===== config.mk =====
export PLATFORM = sky130hd
export DESIGN_NAME = l1b_read_request_queue
export DESIGN_NICKNAME = d
export VERILOG_FILES = /design/src/rtl/l1b_read_request_queue.sv
export SDC_FILE = /design/constraint.sdc
export NUM_CORES = 1
export LEC_CHECK = 0
export ABC_AREA = 1
export ABC_CLOCK_PERIOD_IN_PS = 5450
export CAP_MARGIN = 20
export CELL_PAD_IN_SITES_DETAIL_PLACEMENT = 0
export CELL_PAD_IN_SITES_GLOBAL_PLACEMENT = 1
export CORE_ASPECT_RATIO = 0.9
export CORE_MARGIN = 3
export CORE_UTILIZATION = 48
export CTS_CLUSTER_DIAMETER = 30
export DETAILED_ROUTE_END_ITERATION = 16
export GPL_TIMING_DRIVEN = 0
export MAX_ROUTING_LAYER = met4
export PLACE_DENSITY = 0.91
export SYNTH_ARGS = -nofsm -noshare
export SYNTH_HDL_FRONTEND = slang
export SYNTH_SLANG_ARGS = --single-unit

===== constraint.sdc =====
create_clock -name CLK -period 5.45 [get_ports CLK]
set_input_delay 0.8175 -clock CLK [delete_from_list [all_inputs] [get_ports CLK]]
set_output_delay 0.8175 -clock CLK [all_outputs]
set_load 0.01 [all_outputs]

===== src/rtl/l1b_read_request_queue.sv =====
// Per-source read-request queue feeding the L1 buffer read-address selector.
// Latency: a trigger captured at edge k can issue at edge k+1, so the pulse is high one cycle later.
// Backpressure: none upstream; a push into a full queue is dropped, recorded in sticky flags and DropCnt.

module l1b_rrq_fifo #(
    parameter int WIDTH = 8,
    parameter int DEPTH = 4
) (
    input  logic             clk,
    input  logic             rst_n,
    input  logic             push,
    input  logic [WIDTH-1:0] push_dat,
    input  logic             pop,
    output logic [WIDTH-1:0] pop_dat,
    output logic             empty,
    output logic             drop
);
    localparam int PW = $clog2(DEPTH);
    localparam logic [PW:0]   CNT_DEPTH = (PW+1)'(DEPTH);
    localparam logic [PW:0]   CNT_ONE   = (PW+1)'(1);
    localparam logic [PW-1:0] PTR_ONE   = PW'(1);

    logic [WIDTH-1:0] mem [DEPTH];
    logic [PW-1:0]    wr_ptr;
    logic [PW-1:0]    rd_ptr;
    logic [PW:0]      count;
    logic             full;
    logic             do_pop;
    logic             do_push;

    assign full    = (count == CNT_DEPTH);
    assign empty   = (count == '0);
    assign do_pop  = pop && !empty;
    // A full queue still accepts a push when it pops on the same edge.
    assign do_push = push && (!full || do_pop);
    assign drop    = push && full && !do_pop;
    assign pop_dat = mem[rd_ptr];

    always_ff @(posedge clk) begin
        if (do_push) begin
            mem[wr_ptr] <= push_dat;
        end
    end

    always_ff @(posedge clk or negedge rst_n) begin
        if (!rst_n) begin
            wr_ptr <= '0;
            rd_ptr <= '0;
            count  <= '0;
        end else begin
            if (do_push) begin
                wr_ptr <= wr_ptr + PTR_ONE;
            end
            if (do_pop) begin
                rd_ptr <= rd_ptr + PTR_ONE;
            end
            case ({do_push, do_pop})
                2'b10:   count <= count + CNT_ONE;
                2'b01:   count <= count - CNT_ONE;
                default: count <= count;
            endcase
        end
    end
endmodule

module l1b_read_request_queue #(
    parameter int ADDR_WIDTH = 8,
    parameter int R3_DEPTH   = 4,
    parameter int L1_DEPTH   = 4,
    parameter int ISSUE_GAP  = 4
) (
    input  logic                  CLK,
    input  logic                  RSTB,
    input  logic                  R3_Trig,
    input  logic                  L1_Trig,
    input  logic [ADDR_WIDTH-1:0] WrAddr,
    input  logic [ADDR_WIDTH-1:0] Latency,
    input  logic                  ClrOvf,
    output logic                  AI,
    output logic                  BI,
    output logic [ADDR_WIDTH-1:0] AddressIn1,
    output logic [ADDR_WIDTH-1:0] AddressIn2,
    output logic                  R3_Ovf,
    output logic                  L1_Ovf,
    output logic [7:0]            DropCnt,
    output logic                  Busy
);
    localparam int GW = (ISSUE_GAP > 1) ? $clog2(ISSUE_GAP) : 1;
    localparam logic [GW-1:0] GAP_LOAD = GW'(ISSUE_GAP - 1);
    localparam logic [GW-1:0] GAP_ONE  = GW'(1);

    typedef enum logic {IDLE, GAP} state_t;

    state_t                state_q;
    state_t                state_d;
    logic [GW-1:0]         gap_q;
    logic [GW-1:0]         gap_d;
    logic [ADDR_WIDTH-1:0] trig_addr;
    logic [ADDR_WIDTH-1:0] r3_dat;
    logic [ADDR_WIDTH-1:0] l1_dat;
    logic                  r3_empty;
    logic                  l1_empty;
    logic                  r3_drop;
    logic                  l1_drop;
    logic                  any_pending;
    logic                  issue_slot;
    logic                  issue_r3;
    logic                  issue_l1;
    logic [1:0]            drop_inc;
    logic [8:0]            drop_sum;

    assign trig_addr = WrAddr - Latency;

    l1b_rrq_fifo #(.WIDTH(ADDR_WIDTH), .DEPTH(R3_DEPTH)) u_r3_fifo (
        .clk      (CLK),
        .rst_n    (RSTB),
        .push     (R3_Trig),
        .push_dat (trig_addr),
        .pop      (issue_r3),
        .pop_dat  (r3_dat),
        .empty    (r3_empty),
        .drop     (r3_drop)
    );

    l1b_rrq_fifo #(.WIDTH(ADDR_WIDTH), .DEPTH(L1_DEPTH)) u_l1_fifo (
        .clk      (CLK),
        .rst_n    (RSTB),
        .push     (L1_Trig),
        .push_dat (trig_addr),
        .pop      (issue_l1),
        .pop_dat  (l1_dat),
        .empty    (l1_empty),
        .drop     (l1_drop)
    );

    assign any_pending = !r3_empty || !l1_empty;
    assign issue_slot  = (state_q == IDLE) || (gap_q == '0);

    always_ff @(posedge CLK or negedge RSTB) begin
        if (!RSTB) begin
            state_q <= IDLE;
            gap_q   <= '0;
        end else begin
            state_q <= state_d;
            gap_q   <= gap_d;
        end
    end

    always_comb begin
        state_d = state_q;
        gap_d   = gap_q;
        case (state_q)
            IDLE: begin
                if (any_pending) begin
                    state_d = GAP;
                    gap_d   = GAP_LOAD;
                end
            end
            GAP: begin
                if (gap_q != '0) begin
                    gap_d = gap_q - GAP_ONE;
                end else if (any_pending) begin
                    gap_d = GAP_LOAD;
                end else begin
                    state_d = IDLE;
                end
            end
            default: begin
                state_d = IDLE;
                gap_d   = '0;
            end
        endcase
    end

    // R3 has strict priority; L1 only issues when the R3 queue is empty.
    always_comb begin
        issue_r3 = 1'b0;
        issue_l1 = 1'b0;
        if (issue_slot) begin
            issue_r3 = !r3_empty;
            issue_l1 = r3_empty && !l1_empty;
        end
    end

    always_ff @(posedge CLK or negedge RSTB) begin
        if (!RSTB) begin
            AI         <= 1'b0;
            BI         <= 1'b0;
            AddressIn1 <= '0;
            AddressIn2 <= '0;
        end else begin
            AI <= issue_r3;
            BI <= issue_l1;
            if (issue_r3) begin
                AddressIn1 <= r3_dat;
            end
            if (issue_l1) begin
                AddressIn2 <= l1_dat;
            end
        end
    end

    assign drop_inc = {1'b0, r3_drop} + {1'b0, l1_drop};
    assign drop_sum = {1'b0, DropCnt} + {7'b0, drop_inc};

    always_ff @(posedge CLK or negedge RSTB) begin
        if (!RSTB) begin
            R3_Ovf  <= 1'b0;
            L1_Ovf  <= 1'b0;
            DropCnt <= '0;
        end else if (ClrOvf) begin
            R3_Ovf  <= 1'b0;
            L1_Ovf  <= 1'b0;
            DropCnt <= '0;
        end else begin
            if (r3_drop) begin
                R3_Ovf <= 1'b1;
            end
            if (l1_drop) begin
                L1_Ovf <= 1'b1;
            end
            DropCnt <= drop_sum[8] ? 8'hFF : drop_sum[7:0];
        end
    end

    // GAP covers the whole strobe window of the last issue, so Busy spans it too.
    assign Busy = (state_q == GAP) || any_pending;
endmodule


# Yosys cells after proc, flatten, opt, wreduce, memory -nomap -nowiden

Memory sizes are Yosys's and may differ from the RTL's. A register that Yosys moved wholly into a read port is not among the register bits.
Index checks and enable logic that the tools add are counted.

Bits in registers: 29
Bits in writable memories: 64
Bits of input ports: 21
Output and inout bits: 29
Logic and storage cells: 84
Memories: 2

Memory list:

| name          | depth | bits a word | rd ports | clocked after memory_dff | write ports | line | text |
|---|---|---|---|---|---|---|---|
| u_l1_fifo.mem | 4     | 8           | 1        | 1                        | 1           | 23   | `logic [WIDTH-1:0] mem [DEPTH];` |
| u_r3_fifo.mem | 4     | 8           | 1        | 1                        | 1           | 23   |  |

$add $sub $neg: 12
Equal/unequal tests: 6
Multiplexer cells: 20
Bitwise gates (word level): 1
Reductions and logical operators: 30

Operators with widths:

| operator              | count |
|---|---|
| $mux W8               | 2 |
| $mux W1               | 12 |
| $pmux W3 S2           | 2 |
| $reduce_bool A2 Y1    | 5 |
| $add A8 B2 Y9         | 1 |
| $logic_and A1 B1 Y1   | 9 |
| $add A2 B1 Y2 const B | 4 |
| $logic_not A1 Y1      | 8 |
| $sub A8 B8 Y8         | 1 |
| $add A3 B1 Y3 const B | 2 |
| $eq A3 B3 Y1 const B  | 2 |
| $logic_not A3 Y1      | 2 |
| $sub A3 B1 Y3 const B | 2 |
| $logic_or A1 B1 Y1    | 5 |
| $eq A2 B1 Y1 const B  | 2 |
| $eq A2 B2 Y1 const B  | 2 |
| $mux W2               | 2 |
| $pmux W2 S2           | 1 |
| $add A1 B1 Y2         | 1 |
| $logic_not A2 Y1      | 1 |
| $pmux W1 S2           | 1 |
| $sub A2 B1 Y2 const B | 1 |
| $not A1 Y1            | 1 |

# Depth between registers and ports, before layout

Word-level depth: 11
Mapped depth: 12
Gate-level depth less buffers: 12

# Cells and area by module

From an unflattened synthesis, not the netlist that was laid out.

Cell total of the unflattened synthesis: 526
Area total of the unflattened synthesis: 5,191.2 sq um

By module, submodules not included:

| module                   | times used | cells each | area an instance (sq um) | sequential area each (sq um) |
|---|---|---|---|---|
| l1b_rrq_fifo (u_r3_fifo) | 1          | 158        | 1,760.4                  | 1,136.1 |
| l1b_rrq_fifo (u_l1_fifo) | 1          | 158        | 1,754.2                  | 1,136.1 |
| l1b_read_request_queue   | 1          | 210        | 1,676.6                  | 775.7 |

# Least setup slack after synthesis

No wires, ideal clock.

Path kind: input to register
From: input port WrAddr[0]
To: memory u_l1_fifo.mem[0][4] (data pin)
Setup time: 223 ps
Data arrival time: 1,935 ps
Data required time: 5,227 ps
Setup slack: 3,292 ps
Stages on the path: 7
Path buffers: 0
Cell sequence: inv_1 ha_1 fa_1 inv_1 nand3_1 nand2_1 xor2_1

Word-level cells in the longest chain between the ends: 1

RTL lines:

| item             | line | text |
|---|---|---|
| from (decl)      | 76   | `input logic [ADDR_WIDTH-1:0] WrAddr,` |
| $sub A8 B8 Y8    | 112  | `assign trig_addr = WrAddr - Latency;` |
| via trig_addr[4] | 98   | `logic [ADDR_WIDTH-1:0] trig_addr;` |
| to (decl)        | 23   |  |

The timed path passes the listed nets, and every way through them passes these cells.

# Worst setup path after layout

From: input port WrAddr[0]
To: memory u_l1_fifo.mem[2][4] (data pin)

Same word-level chain as after synthesis.

==> flow_metrics.tcl <==
set metrics [dict create \
    combined_area_of_all_synthesized_cells_mm2 0.00497 \
    status "completed" \
    boundaryPins 50 \
    cts.sink_count 109 \
    layout_min_cycle_time_ns 2.67 \
    synth_top_family_by_area "simple AND/OR/NAND/NOR gates" \
    clock.fmax_ghz 0.375 \
    muxShareOfSynthArea_pct 0 \
    globalplace.congestion 0.806 \
    htreeDepth 3 \
    tritoncts.num_buffers 9 \
    floorplan.die.width_um 113 \
    drt_first_iter_violations 155 \
    tightestPinTransition_ns 0.774 \
    finalNetCount 585 \
    setup_total_negative_slack_ns 0 \
    post-dp-hpwl_um 6530 \
    synth_compound_area_share_pct 7.78 \
    port-buffer-count 48 \
    power.density_cell_area_mw_per_mm2 497 \
    placeableCoreArea_mm2 0.00987 \
    grt_start_max_net_pins 40 \
    synth_xor_area_share_pct 2.27 \
    postCtsResizedCells 0 \
    ctsRootBufferMaster "clkbuf_16" \
    static-leakage-power_nw 2.54 \
    grt_setup_unrepaired "no" \
    post_synth_main_area_contributors "edfxtp_1 39%, dfrtp_1 23%, nand2_1 7.7%, nor2_1 5.2%, o21ai_0 4.7%" \
    clk_transition_reported_paths_ns 0.06 \
    area_delta_synth_final_pct 19.1 \
    type_of_the_most_critical_hold_path "input port to asynchronous set/reset pin" \
    yosys_register_bits 109 \
    hold_viol 0 \
    max_ir_drop_vdd_mv 0.345 \
    routed_via_density 5.02 \
    n_antenna_cell 0 \
    final_max_slew_viol_count 0 \
    initial_utilization_pct 50.4 \
    p_sw_share_pct 34.3 \
    drt_drc_violations_left 0 \
    finalClockSkew_ns 0.00780 \
    sequentialPowerShare_pct 42.2 \
    max_slew_margin_pct 48.2 \
    worst_ep_required_time_ns 5.50 \
    routedWlPerCell_um 13.6 \
    synthesis.nets 525 \
    comb_power_share_pct 35.9 \
    grt_pass1_wl_um 15200 \
    synth_top_cell_by_area "edfxtp_1" \
    cts_hold_buf 0 \
    n_fill_cell 817 \
    minimum_setup_slack_in_the_final_design_ns 2.78 \
    synth_cells 483 \
    first_global_vias 3240 \
    synth.yosys.seq_area_share_pct 61.3 \
    timing.critical_path.from_type "input port" \
    yosys.area_share.adder_pct 5.89 \
    final_routed_wirelength_um 9190 \
    synthDominantCellAreaShare_pct 38.7 \
    globalRoute.totalOverflow 0 \
    drtPass1Iterations 4 \
    postRouteAntennaNets 0 \
    internal_power_w 0.00193 \
    track_usage_pct 17.4 \
    synth_unique_cells 30 \
    insertion_delay_ns 0.34 \
    postCtsSetupBuffers 0 \
    cts_max_path_buffers 2 \
    row_count 34 \
    dieHeight_um 103 \
    worstSetupPathType "input port to register" \
    setup-violations-final 0 \
    worst_ep_arrival_time_ns 2.72 \
    overall_die_area_mm2 0.0116 \
    yosysWarningCount 0 \
    synth_simple_gate_area_share_pct 16.0 \
    avg_synthesized_cell_area_um2 10.3 \
    p_clk_share_pct 21.9 \
    tritoncts "built" \
    layout_worst_path_cycle_share_pct 48.9 \
    total_switching_power_w 0.00101 \
    endpoint_kind_of_the_worst_setup_timing_path "register" \
    dpl_ws_ns 2.41 \
    number_of_antenna_violations_at_the_first_check_in_global_routing 0 \
    critical_path_peak_fanout 8 \
    vias 3384 \
    drive_above_1_share_pct 7.48 \
    cap_viol_max_count 0 \
]
==> per-layer routing <==
layer / part of all wire (%) / track usage (%)
met3: 4.2 / 3.87
met4: 1.6 / 5.18
met1: 46 / 21.5
met2: 48 / 29.1
met5: 0 / -
==> flip-flops by register name, indices dropped and copies added, names as in the netlist, 3 cells and up <==
| name | cells |
|---|---|
| AddressIn1 | 8 |
| DropCnt | 8 |
| u_l1_fifo.mem | 32 |
| u_r3_fifo.count | 3 |
| u_l1_fifo.count | 3 |
| AddressIn2 | 8 |
| u_r3_fifo.mem | 32 |
==> layout make-up <==
class	count	area [um2]	area share, %
buffer	11	95.1	1.61
inverter	62	241	4.08
multi-input combinational	301	1590	26.8
tap	126	158	2.66
sequential	109	3050	51.5
clock buffer	13	250	4.23
timing repair buffer	49	495	8.37
clock inverter	3	46.3	0.782
==> worst paths after layout <==
path                       depth (start not counted)               start  slack [ns]                  end
hold reg to reg                                    2       AddressIn1[6]        0.48        AddressIn1[6]
setup / recovery                                   8           WrAddr[0]        2.78  u_l1_fifo.mem[2][4]
max in group asynchronous                          2                RSTB        4.69        AddressIn1[3]
hold / removal                                     1                RSTB        0.31        AddressIn2[0]
min in group CLK                                   2       AddressIn1[6]        0.48        AddressIn1[6]
setup reg to reg                                  11  u_r3_fifo.count[0]        3.23   u_l1_fifo.count[2]
==> cells by family (layout without fill, tap and decap cells) <==
kind of cell / count (synthesis) / in the layout
DFF: 109 / 109
and+or+nand+nor: 194 / 194
adders and majority gates: 21 / 21
AOI/OAI and AO/OA: 74 / 74
buffers and inverters: 73 / 138
xor gates and xnor gates: 12 / 12
==> cell usage after synthesis <==
master / count
nand2_1: 102
nor2_1: 69
edfxtp_1: 64
inv_1: 56
o21ai_0: 47
dfrtp_1: 45
ha_1: 17
a21oi_1: 15
nand3_1: 14
o21ai_1: 9
xor2_1: 6
buf_6: 5
xnor2_1: 5
buf_4: 4
fa_1: 4
inv_4: 3
nand2_4: 3
inv_2: 2
nand2_2: 2
a21boi_0: 1
buf_1: 1
buf_2: 1
clkinv_2: 1
nand3_2: 1
nand3b_1: 1
nor2_2: 1
nor2_4: 1
o21ai_4: 1
o21bai_1: 1
xor2_2: 1
==> metrics by stage <==
step	power, W	hold WS (ns)	instances	util (%)	instance area [um2]
final	0.00294	0.308	674	60.0	5920
after global routing	0.00316	0.302	674	60.0	5920
after CTS	0.00297	0.302	674	60.0	5920
after detailed placement	0.00232	0.465	658	57.0	5620
after global placement	0.00228	0.456	657	56.8	5610
after floorplan	0.00194	0.442	483	-	4970
==> critical path, stage by stage <==
cell	delay, ns
clkdlybuf4s50_1	0.45
inv_1	0.04
ha_1	0.20
fa_1	0.41
inv_1	0.08
nand3_1	0.06
nand2_1	0.11
xor2_1	0.55
==> cell usage in the layout (no fill, tap or decap), types with 2 or more instances in the layout <==
master / count
nand2_1: 102
buf_4: 4
xor2_1: 6
o21ai_1: 9
clkbuf_16: 9
clkdlybuf4s50_1: 47
a21oi_1: 15
inv_4: 3
nand2_4: 3
ha_1: 17
nand2_2: 2
dfrtp_1: 45
clkbuf_1: 3
buf_6: 5
o21ai_0: 47
inv_1: 56
buf_2: 2
xnor2_1: 5
inv_2: 2
nor2_1: 69
nand3_1: 14
edfxtp_1: 64
fa_1: 4
==> power by group through the flow <==
stage | Combinational, W | Clock, W | Sequential (W)
after global placement | 0.00103 | 0 | 0.00125
after CTS | 0.00107 | 0.000657 | 0.00124
after detailed placement | 0.00106 | 0 | 0.00126
after floorplan | 0.000667 | 0 | 0.00127
after global routing | 0.00120 | 0.000694 | 0.00127
final | 0.00106 | 0.000645 | 0.00124
Power figures use the tool's default switching activity.
==> edit (config.mk and constraints unchanged) <==
The parameter `ISSUE_GAP` goes from 4 to 16.
--- a/src/rtl/l1b_read_request_queue.sv
+++ b/src/rtl/l1b_read_request_queue.sv
@@ -67,7 +67,7 @@
     parameter int ADDR_WIDTH = 8,
     parameter int R3_DEPTH   = 4,
     parameter int L1_DEPTH   = 4,
-    parameter int ISSUE_GAP  = 4
+    parameter int ISSUE_GAP  = 16
 ) (
     input  logic                  CLK,
     input  logic                  RSTB,
Function: changed (a bounded check fails within 10 cycles, from zero or initial values and one cycle with RSTB low).
==> edit against the original RTL <==
Count of clock-buffer cells in the layout down 3; critical endpoint unchanged; area after synthesis barely moved; non-clock buffer count shrank 2; global-route usage rose by 0.59 points; first-iteration DRC count up 15%; power is 3.5% lower; sequential cell count rose by 2; routed wire length up 3.2%; die area is essentially flat; utilization is 0.15 points higher; design area is 0.25% higher; worst setup slack worse by 0.079 ns; combinational power shrank 15%.
==> edit: results (changes against the original RTL) <==
----------------------------------------------------
[Run status]
  Result of the run ... finished, final reports clean

[Finish]
  Final net count ... 577 (-1.4%)
  Number of signal-net buffers in the layout ... 58 (-3.3%)
  Clkbuf count ... 10 (-3)
  Inverters ... 58 (-6.5%)
  Area growth from synthesis to final layout ... 19.4%
  Fraction of standard cell area in multi-input logic ... 26.8% (about the same)

[Synth]
  Sequential area share after synthesis ... 62.4% (+1.0 points)
  Share of synthesized registers carrying an async set or reset ... 42.3% (+1.1 points)
  Adder and majority cell fraction of the synthesized area ... 6.14% (+0.25 points)
  Main area contributors after synthesis ... sky130_fd_sc_hd__edfxtp_1, sky130_fd_sc_hd__dfrtp_1, sky130_fd_sc_hd__nand2_1
  Most common library cells after synthesis ... sky130_fd_sc_hd__nand2_1, sky130_fd_sc_hd__edfxtp_1, sky130_fd_sc_hd__nor2_1
  Number of different library cells in the post-synthesis netlist ... 28 (-6.7%)
  Synthesized-area fraction occupied by ao, oa, aoi and oai cells ... 8.31% (+0.53 points)

[Clocking]
  CTS sink cnt ... 111 (+1.8%)

[STA]
  Worst clock skew on the final layout ... 0.0120 ns (+0.00421 ns)
  Actual slew at the worst max-slew pin ... 0.774 ns (-0.000137 ns)

[Power and ir drop]
  VDD IR-drop max ... 0.258 mV (-25%)
  Leakage component of the power ... 2.54 nW (+0.23%)

[GRT]
  Aggregate global-route resource usage ... 18.0% (+0.59 points)
  Global-route wire length before repair ... 15700 um (+3.1%)

[Drt]
  WL per Instance ... 14.3 um (+4.6%)
  Via count ... 3412 (+0.83%)

[Setup path]
  Worst EP arrival ... 2.80 ns (+0.08 ns)
  Slack of the worst reg-to-reg path ... 3.07 ns (-0.16 ns)
  Endpoint of the worst register-to-register path ... DropCnt[5]

[Placed design]
  Final RePlAce weighted congestion ... 0.806 (about the same)

----------------------------------------------------
[edit: cell count changes after synthesis, moves of 3 or more]
cell	change
sky130_fd_sc_hd__inv_4	-3
sky130_fd_sc_hd__o21ai_1	-7
sky130_fd_sc_hd__buf_6	-3
sky130_fd_sc_hd__o21ai_0	-4
sky130_fd_sc_hd__nand2_2	+3
sky130_fd_sc_hd__o22ai_1	+16
sky130_fd_sc_hd__inv_2	+8
sky130_fd_sc_hd__inv_1	-8
sky130_fd_sc_hd__nor2_1	-15
[edit: per-stage QoR]
stage / instances / hold WS, ns / total power, mW / worst slack (ns)
finish: 665 / 0.375 / 2.84 / 2.70
global route: 665 / 0.399 / 3.02 / 2.52
CTS: 665 / 0.385 / 2.86 / 2.76
detailed placement: 649 / 0.464 / 2.17 / 2.41
global placement: 648 / 0.462 / 2.14 / 2.19
floorplan: 474 / 0.450 / 1.82 / 3.21
[edit: worst max-delay path by stage]
| stage | from | slack (ns) | cells past startpoint | endpoint |
|---|---|---|---|---|
| final | WrAddr[0] | 2.70 | 6 | u_l1_fifo.mem[2][4] |
| after global routing | WrAddr[0] | 2.52 | 6 | u_l1_fifo.mem[2][4] |
| after CTS | WrAddr[0] | 2.76 | 6 | u_l1_fifo.mem[2][4] |
| after detailed placement | WrAddr[0] | 2.41 | 6 | u_l1_fifo.mem[1][4] |
| after global placement | RSTB | 2.19 | 1 | AddressIn1[5] |
| after floorplan | WrAddr[0] | 3.21 | 7 | u_l1_fifo.mem[0][6] |
[edit: per-layer routing]
layer	share of wire, %	GRT usage, %	vias to the layer above
li1	-	-	1680
met1	44	21.9	1632
met2	51	30.8	90
met3	4.1	3.70	10
met4	0.99	5.27	0
met5	0	-	-
